$ cat config.mk
export PLATFORM = sky130hd
export DESIGN_NAME = lcd_spi_byte_writer
export DESIGN_NICKNAME = d
export VERILOG_FILES = /design/src/rtl/lcd_pkg.sv /design/src/rtl/lcd_spi_clk_div.sv /design/src/rtl/lcd_spi_byte_writer.sv
export SDC_FILE = /design/constraint.sdc
export NUM_CORES = 1
export LEC_CHECK = 0
export ABC_AREA = 1
export CAP_MARGIN = 20
export CORE_UTILIZATION = 35
export DETAILED_ROUTE_END_ITERATION = 16
export SYNTH_ARGS = -nofsm -noshare
export SYNTH_HDL_FRONTEND = slang
export SYNTH_SLANG_ARGS = --single-unit
$ cat constraint.sdc
create_clock -name clk -period 1.7 [get_ports clk]
set_clock_uncertainty 0.1 [all_clocks]
set_input_delay 0.255 -clock clk [delete_from_list [all_inputs] [get_ports clk]]
set_output_delay 0.255 -clock clk [all_outputs]
set_load 0.03 [all_outputs]
$ cat src/rtl/lcd_pkg.sv
// -----------------------------------------------------------------------------
// lcd_pkg
// Definitions shared by the LCD SPI byte writer and the drawing front ends
// that feed it. These are the transfer state encoding, the D/C polarity and
// the ILI9486 window and RAM-write command codes.
// No ports (package).
// -----------------------------------------------------------------------------
`timescale 1ns/1ps
package lcd_pkg;

    // Byte writer transfer states
    typedef enum logic [2:0] {
        ST_IDLE     = 3'd0,
        ST_SETUP    = 3'd1,
        ST_SHIFT_HI = 3'd2,
        ST_SHIFT_LO = 3'd3,
        ST_DONE     = 3'd4,
        ST_GAP      = 3'd5
    } lcd_state_t;

    // D/C line polarity on the panel
    localparam logic DC_CMD  = 1'b0;
    localparam logic DC_DATA = 1'b1;

    // ILI9486 commands used by the window and picture sequencers
    localparam logic [7:0] CMD_CASET = 8'h2A;
    localparam logic [7:0] CMD_PASET = 8'h2B;
    localparam logic [7:0] CMD_RAMWR = 8'h2C;

endpackage

$ cat src/rtl/lcd_spi_clk_div.sv
// -----------------------------------------------------------------------------
// lcd_spi_clk_div
// This is a loadable phase counter that times each SCLK half-period. A load
// starts a new phase. phase_end is high during the last clk cycle of that
// phase, which lasts CLK_DIV cycles.
//
// Ports:
//   clk        in   system clock
//   rst_n      in   asynchronous active-low reset
//   load       in   start a new phase in the next cycle
//   phase_end  out  current phase ends at the coming clk edge
// -----------------------------------------------------------------------------
`timescale 1ns/1ps
module lcd_spi_clk_div #(
    parameter int CLK_DIV = 2
) (
    input  logic clk,
    input  logic rst_n,
    input  logic load,
    output logic phase_end
);

    localparam int CW = $clog2(CLK_DIV + 1);
    localparam logic [CW-1:0] RELOAD = CW'(CLK_DIV - 1);

    logic [CW-1:0] cnt_reg;

    // A load places CLK_DIV-1 in the counter. The counter then counts down
    // and stops at zero, so it never wraps.
    always_ff @(posedge clk or negedge rst_n) begin
        if (!rst_n) begin
            cnt_reg <= '0;
        end else if (load) begin
            cnt_reg <= RELOAD;
        end else if (cnt_reg != '0) begin
            cnt_reg <= cnt_reg - 1'b1;
        end
    end

    assign phase_end = (cnt_reg == '0);

endmodule

$ cat src/rtl/lcd_spi_byte_writer.sv
// -----------------------------------------------------------------------------
// lcd_spi_byte_writer
// This is the SPI mode-0 back end for the ILI9486 panel. Each request sends
// one byte, MSB first, and drives D/C alongside it. The block answers each
// byte with a single-cycle lcd_wr_done pulse.
//
// Optional build macro: LCD_SPI_CS_BURST_EN
//   When this macro is defined, chip select stays low after a byte. A new
//   request that arrives during the CS gap goes straight into SETUP. CS is
//   raised only when the gap expires with no request. When the macro is
//   undefined, CS goes high after every byte.
//
// Parameters:
//   CLK_DIV  SCLK half-period in clk cycles (>=1)
//   CS_GAP   minimum clk cycles with lcd_cs_n high between bytes (>=1)
//
// Ports:
//   clk          in   system clock
//   rst_n        in   asynchronous active-low reset
//   lcd_wr_en    in   byte request, held by the front end until done
//   lcd_data     in   byte to send
//   add_dc       in   0 = command, 1 = data
//   lcd_wr_done  out  one-cycle pulse once the byte has left the pins
//   lcd_busy     out  high from accept until the end of the CS gap
//   lcd_sclk     out  SPI clock, idle low
//   lcd_mosi     out  SPI data
//   lcd_cs_n     out  chip select, active low
//   lcd_dc       out  registered D/C
// -----------------------------------------------------------------------------
`timescale 1ns/1ps
module lcd_spi_byte_writer
    import lcd_pkg::*;
#(
    parameter int CLK_DIV = 2,
    parameter int CS_GAP  = 1
) (
    input  logic       clk,
    input  logic       rst_n,
    input  logic       lcd_wr_en,
    input  logic [7:0] lcd_data,
    input  logic       add_dc,
    output logic       lcd_wr_done,
    output logic       lcd_busy,
    output logic       lcd_sclk,
    output logic       lcd_mosi,
    output logic       lcd_cs_n,
    output logic       lcd_dc
);

    localparam int GW = (CS_GAP > 1) ? $clog2(CS_GAP) : 1;
    localparam logic [GW-1:0] GAP_RELOAD = GW'(CS_GAP - 1);

    lcd_state_t    state_reg;
    logic [7:0]    shift_reg;
    logic          dc_hold_reg;
    logic [2:0]    bit_cnt_reg;
    logic [GW-1:0] gap_cnt_reg;
    logic          armed_reg;
    logic          first_reg;      // first SETUP cycle: drive the pins, start the divider
    logic          div_load;
    logic          phase_end;
    logic          accept;

    lcd_spi_clk_div #(
        .CLK_DIV (CLK_DIV)
    ) u_clk_div (
        .clk       (clk),
        .rst_n     (rst_n),
        .load      (div_load),
        .phase_end (phase_end)
    );

    // A held request is accepted only once. armed must see wr_en low again
    // before the next byte can be accepted.
`ifdef LCD_SPI_CS_BURST_EN
    assign accept = lcd_wr_en && armed_reg &&
                    ((state_reg == ST_IDLE) || (state_reg == ST_GAP));
`else
    assign accept = lcd_wr_en && armed_reg && (state_reg == ST_IDLE);
`endif

    // The divider restarts in the first SETUP cycle and at every phase end.
    // The divider starts in the first SETUP cycle, and any stale phase_end
    // from the previous byte is ignored there.
    always_comb begin
        div_load = 1'b0;
        if (state_reg == ST_SETUP && first_reg) begin
            div_load = 1'b1;
        end else if ((state_reg == ST_SETUP || state_reg == ST_SHIFT_HI ||
                      state_reg == ST_SHIFT_LO) && phase_end) begin
            div_load = 1'b1;
        end
    end

    always_ff @(posedge clk or negedge rst_n) begin
        if (!rst_n) begin
            state_reg   <= ST_IDLE;
            shift_reg   <= '0;
            dc_hold_reg <= 1'b0;
            bit_cnt_reg <= '0;
            gap_cnt_reg <= '0;
            armed_reg   <= 1'b1;
            first_reg   <= 1'b0;
            lcd_wr_done <= 1'b0;
            lcd_busy    <= 1'b0;
            lcd_sclk    <= 1'b0;
            lcd_mosi    <= 1'b0;
            lcd_cs_n    <= 1'b1;
            lcd_dc      <= 1'b0;
        end else begin
            lcd_wr_done <= 1'b0;
            if (!lcd_wr_en) begin
                armed_reg <= 1'b1;
            end

            if (accept) begin
                shift_reg   <= lcd_data;
                dc_hold_reg <= add_dc;
                armed_reg   <= 1'b0;
                lcd_busy    <= 1'b1;
                bit_cnt_reg <= 3'd7;
                first_reg   <= 1'b1;
                state_reg   <= ST_SETUP;
            end else begin
                case (state_reg)
                    ST_IDLE: begin
                        // wait for an armed request
                    end

                    ST_SETUP: begin
                        if (first_reg) begin
                            first_reg <= 1'b0;
                            lcd_cs_n  <= 1'b0;
                            lcd_dc    <= dc_hold_reg;
                            lcd_mosi  <= shift_reg[7];
                        end else if (phase_end) begin
                            lcd_sclk  <= 1'b1;
                            state_reg <= ST_SHIFT_HI;
                        end
                    end

                    ST_SHIFT_HI: begin
                        if (phase_end) begin
                            lcd_sclk  <= 1'b0;
                            state_reg <= ST_SHIFT_LO;
                            // Advance MOSI on the falling edge. After the
                            // last bit there is no next bit, so keep bit 0.
                            if (bit_cnt_reg != 3'd0) begin
                                lcd_mosi  <= shift_reg[6];
                                shift_reg <= {shift_reg[6:0], 1'b0};
                            end
                        end
                    end

                    ST_SHIFT_LO: begin
                        if (phase_end) begin
                            if (bit_cnt_reg == 3'd0) begin
                                lcd_wr_done <= 1'b1;
                                lcd_mosi    <= 1'b0;
`ifndef LCD_SPI_CS_BURST_EN
                                lcd_cs_n    <= 1'b1;
`endif
                                state_reg   <= ST_DONE;
                            end else begin
                                bit_cnt_reg <= bit_cnt_reg - 1'b1;
                                lcd_sclk    <= 1'b1;
                                state_reg   <= ST_SHIFT_HI;
                            end
                        end
                    end

                    ST_DONE: begin
                        gap_cnt_reg <= GAP_RELOAD;
                        state_reg   <= ST_GAP;
                    end

                    ST_GAP: begin
                        if (gap_cnt_reg == '0) begin
                            lcd_busy  <= 1'b0;
                            lcd_cs_n  <= 1'b1;
                            state_reg <= ST_IDLE;
                        end else begin
                            gap_cnt_reg <= gap_cnt_reg - 1'b1;
                        end
                    end

                    default: begin
                        state_reg <= ST_IDLE;
                    end
                endcase
            end
        end
    end

endmodule
==> summary.txt, run 1 <==
GRT
  – GRT Resource Usage Total: 14.89%
  – Grt met3 use: 3.646%
  – Largest net degree at the start of global routing: 26
  – Met2 Use GR: 22.42%
  – Vias in the first global route: 1,079
  – Gr ovfl total: 0
  – First-pass GRT wire length: 4864 um
  – GR Util met1: 21.06%
  – Most Crowded Layer GR: met2
  – Initial antenna violation count: 0

Yosys
  – Yosys warns: 0
  – Post-synth net total: 199
  – EDFF count, synth: 0
  – Synth cell types: 27
  – Top-area cell type share of the netlist area: 40.74%
  – Post-Syn Area: 0.001413 mm^2
  – Sequential area share after synthesis: 44.46%
  – Ys async rst share: 100.0%
  – Ys flop type: dfrtp_1
  – #FFs+latches synth: 25
  – Yosys top cell by area: dfrtp_1
  – Syn Inst Count: 184
  – Synth top area cells: dfrtp_1 (41%), nand2_1 (16%), inv_1 (5.3%)
  – Avg Cell Area, Syn: 7.677 um^2

Finish
  – Non-filler instance count after layout: 258
  – Area growth syn-to-layout: 23.47%
  – Largest register FFs: 8
  – Multi-input gate area: 655.6 um^2
  – Nets: 226
  – Layout cell share with drive strength beyond 1: 14.76%
  – Filler cells: 377
  – FF/Latch Area: 628.1 um^2
  – Antenna Cells: 0

Critical path
  – CP arrival: 1.30 ns
  – Crit path kind: flip-flop to primary output
  – Largest stage delay on the critical path: 0.67 ns
  – Data required, critical path: 1.34 ns
  – Crit start category: flip-flop
  – CP top delay family: buffers and inverters
  – Worst-path cell chain: clkdlybuf4s50_1
  – Crit-path max FO: 2
  – CP Capture Type: primary output
  – Worst path slowest cell: clkdlybuf4s50_1
  – CP Buf/Inv Count: 1

Clock tree
  – Clock Latency Late Sink: 0.27 ns
  – CTS tree: built
  – Clk root buf: clkbuf_8
  – H-tree levels: 1
  – Cts hold-fix bufs: 0
  – CTS max path bufs: 2
  – Num CTS Buffers: 3
  – Clk slew on worst S/H paths: 0.09 ns
  – Setup Buffers After CTS: 0
  – Sink Count: 25

Detailed routing
  – Via count: 1,207
  – Iteration-0 DRC count of the detailed router: 49
  – Drt total wl: 2757 um
  – # DRC: 0
  – First-pass iteration count of the detailed router: 4
  – Antenna viol nets, final: 0
  – Vias per std cell: 4.678
  – Routed wire length per instance: 10.69 um

Floorplan
  – CORE AREA: 0.003771 mm^2
  – Die width: 65.53 um
  – Die Span Y: 65.53 um
  – Placement Rows: 22
  – Die ar.: 0.004294 mm^2
  – I/O pin cnt: 18
  – Initial Util: 37.46%

STA
  – Final hold violation count: 0
  – Final setup violation count: 0
  – Fmax: 603.5 MHz
  – Final setup margin: 0.04309 ns
  – Tcrit/Tclk final: 97.47%
  – Headroom to the max-slew limit: 77.89%
  – Setup TNS: 0 ns
  – Slew Limit Fails: 0
  – Tmin final: 1.657 ns
  – Unrepaired setup endpoints after global routing: no
  – Slew @ Worst Pin: 0.3316 ns

Pwr
  – Maximum vdd drop: 0.8494 mV
  – Power Dens Cells: 1610 mW/mm^2
  – Leakage power: 0.0009095 uW

Placed design
  – HPWL Detailed: 2090 um
  – GP Congestion: 0.7950
  – Port-buffer cells: 17
  – Pre-CTS setup slack: 0.004402 ns
  – Placed Cells: 254

Run status
  – Status: complete, no violations

Hold path
  – Min-delay worst type: input pin to asynchronous set/reset pin

Flow run
  – Max cap viols: 0
## where the power goes
part / total (uW) / switching (uW) / internal (uW)
combinational: 1490 / 908 / 579
sequential: 951 / 133 / 818
clock: 369 / 202 / 166
## through the flow
step           area [um^2]  power, uW  utilization [%]  hold slack [ns]
3_3_place_gp          1694       2450            44.92           0.3490
6_report              1744       2807            46.25           0.2367
3_5_place_dp          1694       2458            44.92           0.3530
2_1_floorplan         1413       2041                -          -0.1406
4_1_cts               1742       2839            46.18           0.2472
5_1_grt               1744       3080            46.25           0.2735
## cell type report
| type | instances | area share (%) |
|---|---|---|
| inverters | 26 | 5.739 |
| repair buffers | 26 | 14.42 |
| clock inverters | 1 | 0.4304 |
| clock buffers | 3 | 2.367 |
| multi-input cells | 129 | 37.59 |
| well taps | 48 | 3.443 |
| flip-flops and latches | 25 | 36.01 |
## worst register-to-register path, cell delays in order, from the launching register on
cell	delay, ns
dfrtp_1	0.50
nor2_2	0.24
nand3_4	0.16
o21ai_4	0.16
inv_2	0.12
nand2_1	0.07
o21ai_1	0.07
## path summary, 6_finish.rpt
kind / to / slack (ns) / startpoint / depth (start not counted)
hold reg to reg: lcd_cs_n / 0.36 / lcd_cs_n / 2
max in group asynchronous: lcd_cs_n / 0.96 / rst_n / 2
setup / recovery: lcd_sclk / 0.04 / lcd_sclk / 1
hold / removal: u_clk_div.cnt_reg[0] / 0.24 / rst_n / 2
setup reg to reg: shift_reg[7] / 0.16 / state_reg[1] / 6
min in group clk: lcd_cs_n / 0.36 / lcd_cs_n / 2
## timing repair
| item | in CTS | in global routing |
|---|---|---|
| endpoints found under the setup margin | 1 | 1 |
| resized for setup | 1 | 1 |
| hold endpoints to repair | 0 | 0 |
## placed cells by master, fill, tap and decap left out, types with 5 or more instances in the layout
master	count
nor2_1	13
buf_4	8
inv_1	20
nand3_1	14
inv_2	5
dfrtp_1	23
o21ai_0	8
nand2_1	60
clkdlybuf4s50_1	15
o21ai_1	12
## cell usage after synthesis (2+ instances only)
cell,instances
nor2_1,13
o21ai_0,8
inv_1,20
nand3_4,2
o21ai_1,12
inv_2,5
nand2_1,60
a21oi_1,3
dfstp_2,2
ha_1,3
nand2_2,3
nand3_1,14
dfrtp_1,23
buf_2,2
nand4_1,2
## kinds of logic (layout without fill, tap and decap cells)
group | after synthesis | count (layout) | synth area share [%]
DFF | 25 | 25 | 44.46
buffers and inverters | 30 | 56 | 9.124
and+or+nand+nor | 99 | 99 | 32.95
AOI/OAI and AO/OA | 27 | 27 | 10.81
adders and majority gates | 3 | 3 | 2.658
## layer usage
metal,vias to the layer above,share of wire [%]
met1,552,52
met3,2,3.7
met2,19,43
met4,0,0.87
li1,634,-
met5,-,0
Power figures use the tool's default switching activity.
==> run 2, diff against run 1 <==
--- a/config.mk
+++ b/config.mk
@@ -5,7 +5,6 @@
 export SDC_FILE = /design/constraint.sdc
 export NUM_CORES = 1
 export LEC_CHECK = 0
-export ABC_AREA = 1
 export CAP_MARGIN = 20
 export CORE_UTILIZATION = 35
 export DETAILED_ROUTE_END_ITERATION = 16
==> constraint.sdc (replaced) <==
create_clock -name clk -period 1.6 [get_ports clk]
set_clock_uncertainty 0.1 [all_clocks]
set_input_delay 0.24 -clock clk [delete_from_list [all_inputs] [get_ports clk]]
set_output_delay 0.24 -clock clk [all_outputs]
set_load 0.03 [all_outputs]
==> run 2 against run 1 <==
  * Flip-flop and latch count unchanged
  * Via count is 19% lower
  * Setup slack improved by 0.026 ns
  * Register-to-register slack worse by 0.08 ns
  * Die area fell by 7.4%
  * Sequential share of layout area increased by 1.5 points
  * Power is 4.5% higher
  * First-iteration DRC count rose by 51%
  * Hold slack got worse by 0.0056 ns
  * Synthesized cell count is 30% lower
  * Largest power group unchanged
  * Combinational power down 5%
==> summary.txt, run 2 <==
Run status
  – Status: complete, no violations

Yosys
  – Count leader, synth: dfrtp_1
  – Top cells by count, synth: dfrtp_1 (23), nand2_1 (21), mux2i_1 (7)
  – Post-synth net total: 143
  – Yosys warns: 0
  – Syn Inst Count: 128
  – Yosys top cell by area: dfrtp_1
  – #FFs+latches synth: 25
  – Synth top area cells: dfrtp_1 (44%), nand2_1 (6.0%), mux2i_1 (5.4%)
  – Synth cell types: 39
  – EDFF count, synth: 0
  – Ys async rst share: 100.0%
  – Ys flop type: dfrtp_1
  – Avg Cell Area, Syn: 10.20 um^2
  – Top-area cell type share of the netlist area: 44.10%
  – Sequential area share after synthesis: 48.13%
  – Post-Syn Area: 0.001305 mm^2

STA
  – Tcrit/Tclk final: 95.66%
  – Fmax: 653.4 MHz
  – Slew Limit Fails: 0
  – Final setup violation count: 0
  – Headroom to the max-slew limit: 78.40%
  – Tmin final: 1.531 ns
  – Final hold violation count: 0
  – Slew @ Worst Pin: 0.3240 ns

GRT
  – Vias in the first global route: 1,023
  – Most Crowded Layer GR: met2
  – First-pass GRT wire length: 4464 um
  – Largest net degree at the start of global routing: 26
  – Grt met3 use: 1.630%
  – GRT Resource Usage Total: 14.15%
  – Initial antenna violation count: 0
  – Gr ovfl total: 0
  – Met2 Use GR: 24.46%
  – GR Util met1: 17.03%

Floorplan
  – Die ar.: 0.003977 mm^2
  – Placement Rows: 21
  – I/O pin cnt: 18
  – Die Span Y: 63.06 um
  – CORE AREA: 0.003442 mm^2
  – Initial Util: 37.91%
  – Die width: 63.06 um

Detailed routing
  – Antenna viol nets, final: 0
  – Drt total wl: 2531 um
  – Vias per std cell: 4.886
  – Iteration-0 DRC count of the detailed router: 74
  – Via count: 982
  – First-pass iteration count of the detailed router: 4
  – Routed wire length per instance: 12.59 um
  – # DRC: 0

Pwr
  – Overall power: 2934 uW
  – Power Dens Cells: 1753 mW/mm^2
  – Leakage power: 0.0007566 uW
  – Maximum vdd drop: 0.4497 mV

Clock tree
  – Num CTS Buffers: 3
  – Clk slew on worst S/H paths: 0.09 ns
  – Clk root buf: clkbuf_8
  – H-tree levels: 1
  – CTS max path bufs: 2
  – Sink Count: 25
  – Clock Latency Late Sink: 0.27 ns
  – Setup Buffers After CTS: 0
  – CTS tree: built
  – Cts hold-fix bufs: 0

Finish
  – Most common cell after layout, fill and taps aside: dfrtp_1
  – Nets: 171
  – Area growth syn-to-layout: 28.28%
  – Non-filler instance count after layout: 201
  – Most frequent cells in the layout: dfrtp_1 (23), nand2_1 (20), clkdlybuf4s50_1 (11), buf_4 (11)
  – Largest register FFs: 8
  – Antenna Cells: 0
  – Layout cell share with drive strength beyond 1: 22.58%

Critical path
  – Worst-path cell chain: dlygate4sd2_1
  – Data required, critical path: 1.26 ns
  – Crit-path max FO: 2
  – Largest stage delay on the critical path: 0.53 ns
  – CP Buf/Inv Count: 1
  – CP top delay family: flip-flops
  – CP arrival: 1.19 ns
  – Worst path slowest cell: dfstp_2
  – Crit path kind: flip-flop to primary output
  – Crit start category: flip-flop
  – CP Capture Type: primary output

Placed design
  – HPWL Detailed: 1875 um
  – Placed Cells: 197
  – Port-buffer cells: 17
  – GP Congestion: 0.8008

Hold path
  – Min-delay worst type: input pin to asynchronous set/reset pin

Flow run
  – Max cap viols: 0
-- run 2: cell types whose count changed after synthesis, sizes merged, moves of 3 or more --
cell    previous run  this run
mux2i              0         7
inv               26         6
a21oi              3         6
nand2b             0         5
nor2              16         4
o21ai             21        11
a31oi              0         4
nand3b             0         3
buf                4         7
nand2             64        21
and3               0         3
nand3             16         3
-- run 2: logic make-up (layout without fill, tap and decap cells) --
group,count (synthesis),in the layout,synth area share [%]
flip-flops,25,25,48.13
adder cells (fa/ha/maj),3,3,2.877
buffers and inverters,13,40,6.231
AO/OA/AOI/OAI,32,32,15.53
XOR/XNOR,2,2,1.343
AND/OR/NAND/NOR,45,45,19.65
multiplexers,8,8,6.232
-- run 2: timing repair --
item | CTS | global route
resized for setup | 6 | 13
setup endpoints to repair | 6 | 10
pin swaps | 0 | 3
-- run 2: where the power goes --
| part | switching [uW] | internal (uW) | total (uW) |
|---|---|---|---|
| combinational | 740 | 675 | 1410 |
| sequential | 217 | 919 | 1140 |
| clock | 207 | 176 | 383 |
| total | 1160 | 1770 | 2930 |
-- run 2: final cells by class --
cell class / instances / area [um^2]
clock inverter: 1 / 7.507
multi-input combinational: 90 / 640.6
tap: 46 / 57.56
sequential: 25 / 628.1
clock buffer: 3 / 41.29
timing repair buffer: 30 / 276.5
inverter: 6 / 22.52
fill: 329 / 1768
-- run 2: path summary, 6_finish.rpt --
kind | end | depth (start not counted) | from | slack (ns)
worst min register to register | lcd_busy | 2 | lcd_busy | 0.38
worst max-delay path | lcd_cs_n | 1 | lcd_cs_n | 0.07
max in group asynchronous | armed_reg | 2 | rst_n | 0.88
worst min-delay path | lcd_busy | 2 | rst_n | 0.23
worst max register to register | shift_reg[1] | 7 | u_clk_div.cnt_reg[0] | 0.08
min in group clk | lcd_busy | 2 | lcd_busy | 0.38
-- run 2: worst reg2reg max path, delay by kind of cell, from the launching register on --
kind | cells | cell delay, ns
and+or+nand+nor | 2 | 0.25
DFF | 1 | 0.39
muxes | 1 | 0.23
AOI/OAI and AO/OA | 1 | 0.06
adders and majority gates | 1 | 0.16
buffers and inverters | 2 | 0.23
-- run 2: per-stage QoR --
step                      instance area [um^2]  utilization [%]  worst slack, ns  hold WS (ns)  setup TNS [ns]
after global placement                    1584            46.02          0.08642        0.3582               0
final                                     1674            48.64          0.06946        0.2311               0
after floorplan                           1305                -          0.03190       -0.1556               0
after CTS                                 1625            47.22          0.01217        0.2421               0
after detailed placement                  1584            46.02          0.03894        0.3682               0
after global routing                      1674            48.64        -0.003308        0.2780       -0.003427
-- run 2: layer usage --
metal | share of wire, % | wire length [um] | vias to the layer above
met3 | 1.5 | 37 | 2
met4 | 1.3 | 33 | 0
li1 | - | - | 498
met1 | 47 | 1186 | 473
met5 | 0 | 0 | -
met2 | 50 | 1273 | 9
==> run 3, diff against run 2 <==
--- a/config.mk
+++ b/config.mk
@@ -8,6 +8,7 @@
 export CAP_MARGIN = 20
 export CORE_UTILIZATION = 35
 export DETAILED_ROUTE_END_ITERATION = 16
+export SKIP_LAST_GASP = 1
 export SYNTH_ARGS = -nofsm -noshare
 export SYNTH_HDL_FRONTEND = slang
 export SYNTH_SLANG_ARGS = --single-unit
==> results of run 3 <==
Same layout as run 2: the final DEF is identical, and so are final timing and power.
